### src/rtl/me_result_writer_if.sv
// Result-writer bus: record input stream from the ME core, tagged word stream
// out to the dump/compare logic, plus frame status.
interface me_result_writer_if #(
  parameter int MV_W   = 6,
  parameter int SAD_W  = 16,
  parameter int ADDR_W = 22
);
  logic              mv_valid;
  logic              in_ready;
  logic [MV_W-1:0]   mv_x;
  logic [MV_W-1:0]   mv_y;
  logic [SAD_W-1:0]  sad;
  logic              frame_done;
  logic              out_valid;
  logic              out_ready;
  logic [33:0]       out_data;
  logic [ADDR_W-1:0] out_addr;
  logic [15:0]       frame_cnt;
  logic              err;

  // Environment side: produces records, consumes output words.
  modport master (
    output mv_valid, mv_x, mv_y, sad, frame_done, out_ready,
    input  in_ready, out_valid, out_data, out_addr, frame_cnt, err
  );

  // Writer side.
  modport slave (
    input  mv_valid, mv_x, mv_y, sad, frame_done, out_ready,
    output in_ready, out_valid, out_data, out_addr, frame_cnt, err
  );
endinterface

### src/rtl/me_result_writer.sv
// ME result writer: buffers MV/SAD records in a FIFO and emits them as tagged
// 34-bit words with sequential addresses, closing each frame with a trailer
// word that carries the frame's record count.
module me_result_writer #(
  parameter int FIFO_DEPTH = 16,
  parameter int MV_W       = 6,
  parameter int SAD_W      = 16,
  parameter int ADDR_W     = 22
) (
  input  logic               clk,
  input  logic               rst_n,
  me_result_writer_if.slave  bus
);

  localparam int PTR_W = $clog2(FIFO_DEPTH);
  localparam int CNT_W = PTR_W + 1;

  typedef enum logic [0:0] {ST_RUN = 1'b0, ST_TRAIL = 1'b1} state_e;

  // Record payload: sad in the low bits, mv_y above it, mv_x above that.
  function automatic logic [31:0] pack_record(input logic [MV_W-1:0] x,
                                              input logic [MV_W-1:0] y,
                                              input logic [SAD_W-1:0] s);
    logic [31:0] w;
    w = 32'(s) | (32'(y) << SAD_W) | (32'(x) << (SAD_W + MV_W));
    return w;
  endfunction

  logic [31:0]       mem_q [FIFO_DEPTH];
  logic [PTR_W-1:0]  wr_ptr_q, rd_ptr_q;
  logic [CNT_W-1:0]  cnt_q, cnt_d;
  state_e            state_q, state_d;
  logic [ADDR_W-1:0] rec_cnt_q, rec_cnt_d;
  logic [ADDR_W-1:0] trailer_val_q, trailer_val_d;
  logic              pend_q, pend_d;
  logic              in_ready_q, in_ready_d;
  logic              out_valid_q, out_valid_d;
  logic [33:0]       out_data_q, out_data_d;
  logic [ADDR_W-1:0] out_addr_q, out_addr_d;
  logic [15:0]       frame_cnt_q, frame_cnt_d;
  logic              err_q, err_d;

  logic accept_s, out_fire_s, load_en_s, fifo_empty_s, pop_s, pend_clr_s;

  assign accept_s     = bus.mv_valid && in_ready_q;
  assign out_fire_s   = out_valid_q && bus.out_ready;
  assign load_en_s    = !out_valid_q || bus.out_ready;
  assign fifo_empty_s = (cnt_q == {CNT_W{1'b0}});

  // Output FSM: refill the output register from the FIFO; once the FIFO is
  // drained and a frame is closed, present the trailer and hold it until taken.
  always_comb begin
    state_d     = state_q;
    pop_s       = 1'b0;
    pend_clr_s  = 1'b0;
    out_valid_d = out_valid_q;
    out_data_d  = out_data_q;
    frame_cnt_d = frame_cnt_q;
    case (state_q)
      ST_RUN: begin
        if (load_en_s) begin
          if (!fifo_empty_s) begin
            pop_s       = 1'b1;
            out_valid_d = 1'b1;
            out_data_d  = {2'b01, mem_q[rd_ptr_q]};
          end else if (pend_q) begin
            state_d     = ST_TRAIL;
            out_valid_d = 1'b1;
            out_data_d  = {2'b10, 32'(trailer_val_q)};
          end else begin
            out_valid_d = 1'b0;
          end
        end else begin
          out_valid_d = out_valid_q;
        end
      end
      ST_TRAIL: begin
        if (out_fire_s) begin
          state_d     = ST_RUN;
          out_valid_d = 1'b0;
          pend_clr_s  = 1'b1;
          frame_cnt_d = frame_cnt_q + 16'd1;
        end else begin
          state_d = ST_TRAIL;
        end
      end
      default: begin
        state_d     = ST_RUN;
        out_valid_d = 1'b0;
      end
    endcase
  end

  // Frame bookkeeping, FIFO occupancy and the next-cycle input ready.
  always_comb begin
    rec_cnt_d     = rec_cnt_q + ADDR_W'(accept_s);
    trailer_val_d = trailer_val_q;
    err_d         = err_q;
    if (pend_clr_s) begin
      pend_d = 1'b0;
    end else begin
      pend_d = pend_q;
    end
    if (bus.frame_done) begin
      if (!pend_q) begin
        // A record accepted alongside frame_done closes this frame.
        trailer_val_d = rec_cnt_q + ADDR_W'(accept_s);
        rec_cnt_d     = {ADDR_W{1'b0}};
        pend_d        = 1'b1;
      end else begin
        err_d = 1'b1;
      end
    end else begin
      err_d = err_q;
    end
    cnt_d      = cnt_q + CNT_W'(accept_s) - CNT_W'(pop_s);
    in_ready_d = (cnt_d != CNT_W'(FIFO_DEPTH)) && !pend_d;
    out_addr_d = out_addr_q + ADDR_W'(out_fire_s);
  end

  // Control and output registers with synchronous active-low reset.
  always_ff @(posedge clk) begin
    if (!rst_n) begin
      wr_ptr_q      <= {PTR_W{1'b0}};
      rd_ptr_q      <= {PTR_W{1'b0}};
      cnt_q         <= {CNT_W{1'b0}};
      state_q       <= ST_RUN;
      rec_cnt_q     <= {ADDR_W{1'b0}};
      trailer_val_q <= {ADDR_W{1'b0}};
      pend_q        <= 1'b0;
      in_ready_q    <= 1'b0;
      out_valid_q   <= 1'b0;
      out_data_q    <= 34'd0;
      out_addr_q    <= {ADDR_W{1'b0}};
      frame_cnt_q   <= 16'd0;
      err_q         <= 1'b0;
    end else begin
      wr_ptr_q      <= wr_ptr_q + PTR_W'(accept_s);
      rd_ptr_q      <= rd_ptr_q + PTR_W'(pop_s);
      cnt_q         <= cnt_d;
      state_q       <= state_d;
      rec_cnt_q     <= rec_cnt_d;
      trailer_val_q <= trailer_val_d;
      pend_q        <= pend_d;
      in_ready_q    <= in_ready_d;
      out_valid_q   <= out_valid_d;
      out_data_q    <= out_data_d;
      out_addr_q    <= out_addr_d;
      frame_cnt_q   <= frame_cnt_d;
      err_q         <= err_d;
    end
  end

  // FIFO storage; a reset only rewinds the pointers, stale entries are never read.
  always_ff @(posedge clk) begin
    if (accept_s) begin
      mem_q[wr_ptr_q] <= pack_record(bus.mv_x, bus.mv_y, bus.sad);
    end
  end

  assign bus.in_ready  = in_ready_q;
  assign bus.out_valid = out_valid_q;
  assign bus.out_data  = out_data_q;
  assign bus.out_addr  = out_addr_q;
  assign bus.frame_cnt = frame_cnt_q;
  assign bus.err       = err_q;

endmodule

### src/flat_wrapper.sv
// flat-port wrapper written by rule: the top's interface ports become plain ports
module me_result_writer_flat 
#(
  parameter int FIFO_DEPTH = 16,
  parameter int MV_W       = 6,
  parameter int SAD_W      = 16,
  parameter int ADDR_W     = 22
)
  (clk, rst_n, bus_mv_valid, bus_mv_x, bus_mv_y, bus_sad, bus_frame_done, bus_out_ready, bus_in_ready, bus_out_valid, bus_out_data, bus_out_addr, bus_frame_cnt, bus_err);
  me_result_writer_if #(.MV_W(MV_W), .SAD_W(SAD_W), .ADDR_W(ADDR_W)) bus_i ();
  input  logic clk;
  input  logic rst_n;
  input wire logic [$bits(bus_i.mv_valid)-1:0] bus_mv_valid;
  input wire logic [$bits(bus_i.mv_x)-1:0] bus_mv_x;
  input wire logic [$bits(bus_i.mv_y)-1:0] bus_mv_y;
  input wire logic [$bits(bus_i.sad)-1:0] bus_sad;
  input wire logic [$bits(bus_i.frame_done)-1:0] bus_frame_done;
  input wire logic [$bits(bus_i.out_ready)-1:0] bus_out_ready;
  output wire logic [$bits(bus_i.in_ready)-1:0] bus_in_ready;
  output wire logic [$bits(bus_i.out_valid)-1:0] bus_out_valid;
  output wire logic [$bits(bus_i.out_data)-1:0] bus_out_data;
  output wire logic [$bits(bus_i.out_addr)-1:0] bus_out_addr;
  output wire logic [$bits(bus_i.frame_cnt)-1:0] bus_frame_cnt;
  output wire logic [$bits(bus_i.err)-1:0] bus_err;
  assign bus_i.mv_valid = bus_mv_valid;
  assign bus_i.mv_x = bus_mv_x;
  assign bus_i.mv_y = bus_mv_y;
  assign bus_i.sad = bus_sad;
  assign bus_i.frame_done = bus_frame_done;
  assign bus_i.out_ready = bus_out_ready;
  assign bus_in_ready = bus_i.in_ready;
  assign bus_out_valid = bus_i.out_valid;
  assign bus_out_data = bus_i.out_data;
  assign bus_out_addr = bus_i.out_addr;
  assign bus_frame_cnt = bus_i.frame_cnt;
  assign bus_err = bus_i.err;
  me_result_writer #(.FIFO_DEPTH(FIFO_DEPTH), .MV_W(MV_W), .SAD_W(SAD_W), .ADDR_W(ADDR_W)) u_core (.clk(clk), .rst_n(rst_n), .bus(bus_i));
endmodule
### config.mk
export PLATFORM = sky130hd
export DESIGN_NAME = me_result_writer_flat
export DESIGN_NICKNAME = d
export VERILOG_FILES = /design/src/rtl/me_result_writer_if.sv /design/src/rtl/me_result_writer.sv /design/src/flat_wrapper.sv
export SDC_FILE = /design/constraint.sdc
export NUM_CORES = 1
export LEC_CHECK = 0
export ABC_AREA = 1
export ABC_CLOCK_PERIOD_IN_PS = 2830
export CORE_MARGIN = 3
export CORE_UTILIZATION = 41
export CTS_CLUSTER_SIZE = 30
export DETAILED_ROUTE_END_ITERATION = 7
export GPL_ROUTABILITY_DRIVEN = 0
export PLACE_DENSITY_LB_ADDON = 0.05
export SYNTH_ARGS = -nofsm -noshare
export SYNTH_HDL_FRONTEND = slang
export SYNTH_SLANG_ARGS = --single-unit
### constraint.sdc
create_clock -name clk -period 2.83 [get_ports clk]
set_input_delay 0.283 -clock clk [delete_from_list [all_inputs] [get_ports clk]]
set_output_delay 0.283 -clock clk [all_outputs]
set_load 0.01 [all_outputs]
==> results of run 1 <==
[placed cells by master, fill, tap and decap left out, drive strengths merged, types with 19 or more instances in the layout]
master         count
a21oi             73
buf               63
clkbuf            96
clkdlybuf4s50    102
dfxtp            130
edfxtp           448
inv              226
nand2            527
nand3            258
nor2             307
nor3              19
o211ai            35
o21ai            144
[stage by stage]
| step | setup WS [ns] | instance area (sq um) | hold WS, ns |
|---|---|---|---|
| 3_3_place_gp | 0.0867 | 26200 | 0.443 |
| 4_1_cts | 0.108 | 28400 | 0.0824 |
| 5_1_grt | 0.0605 | 28400 | 0.121 |
| 6_report | 0.313 | 28400 | 0.120 |
| 3_5_place_dp | 0.0333 | 26200 | 0.448 |
| 2_1_floorplan | 0.112 | 24000 | 0.382 |
[power by group through the flow]
| stage | Combinational, uW | Sequential, uW | Clock [uW] |
|---|---|---|---|
| 4_1_cts | 6220 | 9620 | 8740 |
| 6_report | 6200 | 9620 | 8510 |
| 3_3_place_gp | 6120 | 9790 | 0 |
| 2_1_floorplan | 3840 | 9820 | 0 |
| 5_1_grt | 6970 | 9650 | 9100 |
| 3_5_place_dp | 6180 | 9790 | 0 |
[path summary, 6_finish.rpt]
path | from | to | slack, ns | depth (start not counted)
worst max-delay path | u_core.cnt_q[2] | u_core.bus.in_ready | 0.31 | 16
worst min-delay path | rst_n | u_core.rd_ptr_q[1] | 0.12 | 3
worst max register to register | u_core.cnt_q[2] | u_core.bus.in_ready | 0.31 | 16
worst min register to register | u_core.trailer_val_q[9] | u_core.trailer_val_q[9] | 0.45 | 2
[cells in the mapped netlist (5+ instances only)]
master	n	area (sq um)
ha_1	15	188
clkbuf_1	41	154
dfxtp_1	130	2600
buf_1	11	41.3
xnor2_1	5	43.8
buf_2	52	260
o21ai_0	137	686
nand2_1	527	1980
nor3_1	18	90.1
o21ai_1	7	35.0
buf_4	13	97.6
nand4_1	9	56.3
o211ai_1	35	263
nor2_1	300	1130
inv_1	218	818
xor2_1	12	105
edfxtp_1	448	13500
nand3_1	257	1290
nor2_2	6	37.5
a21oi_1	73	365
[flip-flops by register name, indices dropped and copies added, names as in the netlist]
name,flops
u_core.bus.out_valid,1
u_core.bus.in_ready,1
u_core.bus.out_data,30
u_core.pend_q,1
u_core.bus.out_addr,22
u_core.rec_cnt_q,22
u_core.rd_ptr_q,4
u_core.cnt_q,5
u_core.trailer_val_q,22
u_core.bus.err,1
u_core.state_q,1
u_core.mem_q,448
u_core.bus.frame_cnt,16
u_core.wr_ptr_q,4
[worst reg2reg max path: stages, from the launching register on]
cell and delay (ns):
dfxtp_1 0.34, inv_1 0.07, ha_1 0.21, nand3_2 0.10
o21ai_1 0.07, nor2_2 0.11, inv_2 0.05, nor2_2 0.09
ha_1 0.24, inv_1 0.06, ha_1 0.17, inv_1 0.06
fa_2 0.37, o21ai_2 0.18, xor2_2 0.17, nor2_1 0.05
a21oi_1 0.12
[cell type report]
type                    count  area (sq um)  share of cell area
inverters                 222           838              0.0295
multi-input cells        1432          6630               0.233
well taps                 756           946              0.0333
clock inverters            23           223             0.00783
repair buffers            165          1780              0.0626
clock buffers              96          1960              0.0688
diodes                      1          2.50           0.0000880
flip-flops and latches    578         16100               0.565
[layer usage]
| metal | share of wire | global-route usage |
|---|---|---|
| met5 | 0 | 0 |
| met4 | 0.020 | 0.0518 |
| met3 | 0.057 | 0.0403 |
| met2 | 0.47 | 0.340 |
| met1 | 0.46 | 0.283 |
[logic make-up after synthesis]
| group | share of synthesized area |
|---|---|
| xor gates and xnor gates | 0.00622 |
| buffers and inverters | 0.0594 |
| other | 0.000157 |
| and+or+nand+nor | 0.195 |
| DFF | 0.670 |
| AOI/OAI and AO/OA | 0.0598 |
| adders and majority gates | 0.00867 |
==> results.sh, run 1 <==
export IMPL_grt_ovfl_total=0
export IMPL_post_cts_buffers=0
export IMPL_crit_chain="inv_1, ha_1, nand3_2, o21ai_1, nor2_2, inv_2, nor2_2, ha_1, inv_1, ha_1, inv_1, fa_2, o21ai_2, xor2_2, nor2_1, a21oi_1"
export IMPL_drt_total_wl_mm=62.7
export IMPL_vias=16501
export IMPL_portBuffers=103
export IMPL_clk_latency_ns=0.59
export IMPL_core_area_sq_um=57000
export IMPL_initial_core_util=0.420
export IMPL_grt_max_degree=90
export IMPL_vias_per_cell=5.04
export IMPL_avgSynthCellArea_sq_um=10.2
export IMPL_fin_nets=2514
export IMPL_timing_hold_violations_final=0
export IMPL_setup_viol=0
export IMPL_vdd_drop_max_mv=0.550
export IMPL_path_clk_slew_ns=0.06
export IMPL_swShare=0.314
export IMPL_ctsResizeCount=0
export IMPL_cts_made_buffers=66
export IMPL_num_rows=87
export IMPL_die_w_um=248
export IMPL_worst_pin_slew_ns=0.723
export IMPL_syn2layout_area_growth_pct=18.8
export IMPL_utilization=0.499
export IMPL_detail_route_wl_per_cell_um=19.2
export IMPL_hold_buffers=0
export IMPL_antenna_left=0
export IMPL_grt_antenna_before_repair=4
export IMPL_dieArea_sq_um=61400
export IMPL_grt_first_pass_wirelength_mm=95.6
export IMPL_cp_start_kind="register"
export IMPL_crit_slowest_cell="fa_2"
export IMPL_drt_iter0_markers=1186
export IMPL_ys_seq_elements=578
export IMPL_syn_area_sq_um=24000
export IMPL_clockBufferDepth=3
export IMPL_path_class="register to register"
export IMPL_finalSetupTns_ns=0
export IMPL_ios=108
export IMPL_critPathMaxFanout=3
export IMPL_cts_sinks=578
export IMPL_p_int_uw=16700
export IMPL_seqPwrFrac=0.395
export IMPL_synth_cells=2349
export IMPL_die_h_um=248
export IMPL_max_slew_margin_rel=0.518
export IMPL_power_share_clock=0.350
export IMPL_postSynth_asyncResetShare=0
export IMPL_power_switching_uw=7630
export IMPL_power_leakage_uw=0.0106
export IMPL_worst_path_buf_inv=4
export IMPL_endpoint_kind="register"
export IMPL_drc_errors=0
export IMPL_place_inst=3153
export IMPL_ys_flop_type="edfxtp_1"
export IMPL_layout_drive_gt1_share=0.0815
export IMPL_synth_edf_count=448
export IMPL_grt_use_total=0.207
export IMPL_power_density_nw_per_um2=855
export IMPL_cts_tree="yes"
export IMPL_yosysWarnings=0
export IMPL_comb_power_share=0.255
export IMPL_hp_class="input pin to register"
export IMPL_maxSlewViolCount=0
export IMPL_status="completed"
export IMPL_cts_root_buf="clkbuf_16"
export IMPL_htree_levels=3
export IMPL_fmax_ghz=0.397
export IMPL_first_pass_iters=5
export IMPL_stdcell_count=3273
export IMPL_power_total_uw=24300
export IMPL_grt_pass1_vias=15770
export IMPL_fin_skew_ns=0.0218
export IMPL_required_ns=3.34
export IMPL_rsz0062_at_grt="no"
export IMPL_crit_family="adder cells"
export IMPL_num_fill_cells=5170
export IMPL_yosysUniqueCellTypes=40
export IMPL_period_needed_ns=2.52
export IMPL_period_share=0.889
export IMPL_cap_violations=0
export IMPL_dpl_hpwl_mm=35.8
export IMPL_seq_area_frac_synth=0.670
export IMPL_crit_arrival_ns=3.03
export IMPL_slowest_delay_ns=0.37
Power figures use the tool's default switching activity.
==> run 2: changes to the inputs <==
SKIP_CTS_REPAIR_TIMING = 1   (was default)
==> results of run 2 <==
No change in the layout: final DEF, timing and power equal those of run 1.
==> patch (settings of run 1) <==
`MV_W` is set to 6 in 3 places; all go to 5.
--- a/src/rtl/me_result_writer_if.sv
+++ b/src/rtl/me_result_writer_if.sv
@@ -1,7 +1,7 @@
 // Result-writer bus: record input stream from the ME core, tagged word stream
 // out to the dump/compare logic, plus frame status.
 interface me_result_writer_if #(
-  parameter int MV_W   = 6,
+  parameter int MV_W   = 5,
   parameter int SAD_W  = 16,
   parameter int ADDR_W = 22
 );
--- a/src/rtl/me_result_writer.sv
+++ b/src/rtl/me_result_writer.sv
@@ -3,7 +3,7 @@
 // word that carries the frame's record count.
 module me_result_writer #(
   parameter int FIFO_DEPTH = 16,
-  parameter int MV_W       = 6,
+  parameter int MV_W       = 5,
   parameter int SAD_W      = 16,
   parameter int ADDR_W     = 22
 ) (
--- a/src/flat_wrapper.sv
+++ b/src/flat_wrapper.sv
@@ -2,7 +2,7 @@
 module me_result_writer_flat 
 #(
   parameter int FIFO_DEPTH = 16,
-  parameter int MV_W       = 6,
+  parameter int MV_W       = 5,
   parameter int SAD_W      = 16,
   parameter int ADDR_W     = 22
 )
Ports: changed (resized bus_mv_x and bus_mv_y); port bits go from 108 to 106. The function was not compared with the original's and may differ.
==> patch against run 1 <==
  * Synthesized area shrank 5.1%
  * Setup slack lost 100 ps
  * Sequential cell count shrank 34
  * Combinational power shrank 5.2%
  * Wire length shrank 5.5%
  * Clock skew grew 0.93 ps
  * Largest power group unchanged
  * Count of clock-buffer cells in the layout shrank 21
  * Highest routed layer is now met5
  * Critical path type unchanged
  * Non-clock buffer count shrank 1
  * Final area shrank 5.9%
  * Total power shrank 7.3%
  * Via count shrank 5.0%
  * Largest cell class unchanged
==> patch: results (changes against run 1) <==
| Metric | Value |
|---|---|
| Sequential area share after synthesis | 66.2% (-0.80 points) |
| Post-synth EDFFs | 416 (-7.1%) |
| Avg WL per Cell | 19.0 microns (-0.95%) |
| First-pass GRT wire length | 90,400 microns (-5.5%) |
| WHS Path Cells | 3 (unchanged) |
| PortBufs | 99 (-3.9%) |
| First DRT Iteration DRCs | 1,151 (-3.0%) |
| Cells on worst reg2reg path | 16 (unchanged) |
| Post-cts sizing count | 0 (unchanged) |
| Dpl hpwl | 35,400 microns (-0.95%) |
| Share of cells above drive strength 1 | 8.39% (+0.24 points) |
| Top cells by count, synth | nand2_1, edfxtp_1, nor2_1, nand3_1, inv_1 |
| Ys flop type | edfxtp_1 |
| Hold EP | u_core.bus.err$_SDFFE_PN0P_ |
| Crit Path Class | register to register |
| Worst-skew pair later-pin latency | 620 ps (+30 ps) |
| Gr usage total | 20.5% (-0.19 points) |
| Largest cells by area after synthesis | edfxtp_1, dfxtp_1, nand2_1, nand3_1, nor2_1 |
| Crit-path max cell delay | between 300 and 400 ps |
| Hold WC Path Type | input port to register |
| Post-layout net count | 2,385 (-5.1%) |
| # diodes | 0 (-1) |
| Yosys cell types | 43 (+7.5%) |
| FF-to-FF End | u_core.bus.in_ready$_SDFF_PN0_ |
| Synth async-reset ratio | 0% (unchanged) |
| CTS clk-pin slew, worst paths | 60 ps (about the same) |
| Maximum vdd drop | 0.527 mV (-4.2%) |
| Vias | 15,700 (-5.0%) |
| Vias in the first global route | 14,900 (-5.8%) |
| Relative slew slack | 55.2% (+3.4 points) |
| Worst r2r src | u_core.cnt_q[2]$_SDFF_PN0_ |
| Pleak | 9.94 nW (-6.4%) |
| Most flop-heavy register | u_core.mem_q |
| Initial antenna violation count | 4 (unchanged) |
| H-tree depth | 2 (-1) |
| Initial DRT Pass Iterations | 5 (unchanged) |
| Hold path start | bus_frame_done |
| CP Max Fanout | 3 (unchanged) |
| Max reg flops | 416 (-7.1%) |
| CTS root buffer | clkbuf_16 |
| Final setup skew | 22.7 ps (+0.933 ps) |
| Largest net degree at the start of global routing | 89 (-1.1%) |
| Cts bufs inserted | 60 (-9.1%) |
| Internal | 15.3 mW (-8.3%) |
| Critical Path Slowest Stage Cell | fa_2 |
| Register-to-Register Setup Slack | 210 ps (-100 ps) |
| Status | finished, final reports clean |
==> patch: changes by cell type after synthesis, moves of 13 or more <==
cell,run 1,this run
nand3_1,257,230
buf_4,13,26
buf_2,52,33
nand2_1,527,488
nor2_1,300,268
edfxtp_1,448,416
==> patch: cell type report <==
type | instances | area (sq um)
Fill cell | 5033 | 27600
Clock inverter | 33 | 327
Inverter | 216 | 816
Sequential cell | 544 | 15100
Clock buffer | 75 | 1580
Timing Repair Buffer | 164 | 1680
Tap cell | 739 | 925
Multi-Input combinational cell | 1352 | 6380
==> patch: routing by layer <==
layer	part of all wire (%)	global-route usage [%]
met5	0.054	0
met4	2.3	5.79
met3	5.4	3.12
met2	45	32.5
met1	47	29.4
==> patch: cells by family after synthesis <==
group | Yosys count | share of synthesized area (%)
buffers and inverters | 329 | 6.36
DFF | 544 | 66.2
adders and majority gates | 16 | 0.914
xor gates and xnor gates | 21 | 0.809
other | 1 | 0.0165
and+or+nand+nor | 1045 | 19.3
AOI/OAI and AO/OA | 264 | 6.33
==> patch: power groups by stage <==
stage          clock network, mW  logic [mW]  registers, mW
2_1_floorplan                  0        3.74           9.23
3_3_place_gp                   0        5.86           9.23
3_5_place_dp                   0        5.89           9.24
4_1_cts                     7.81        5.92           9.07
5_1_grt                     8.11        6.60           9.09
6_report                    7.60        5.88           9.07
==> patch: stage by stage <==
stage,hold WS (ps),instance area [sq um],cells,setup slack (ps),power [mW]
after global placement,438,24900,3015,43.8,15.1
final,338,26800,3123,212,22.6
after global routing,356,26800,3123,8.73,23.8
after detailed placement,444,24900,3015,41.7,15.1
after floorplan,382,22700,2225,178,13.0
after CTS,294,26800,3123,90.0,22.8
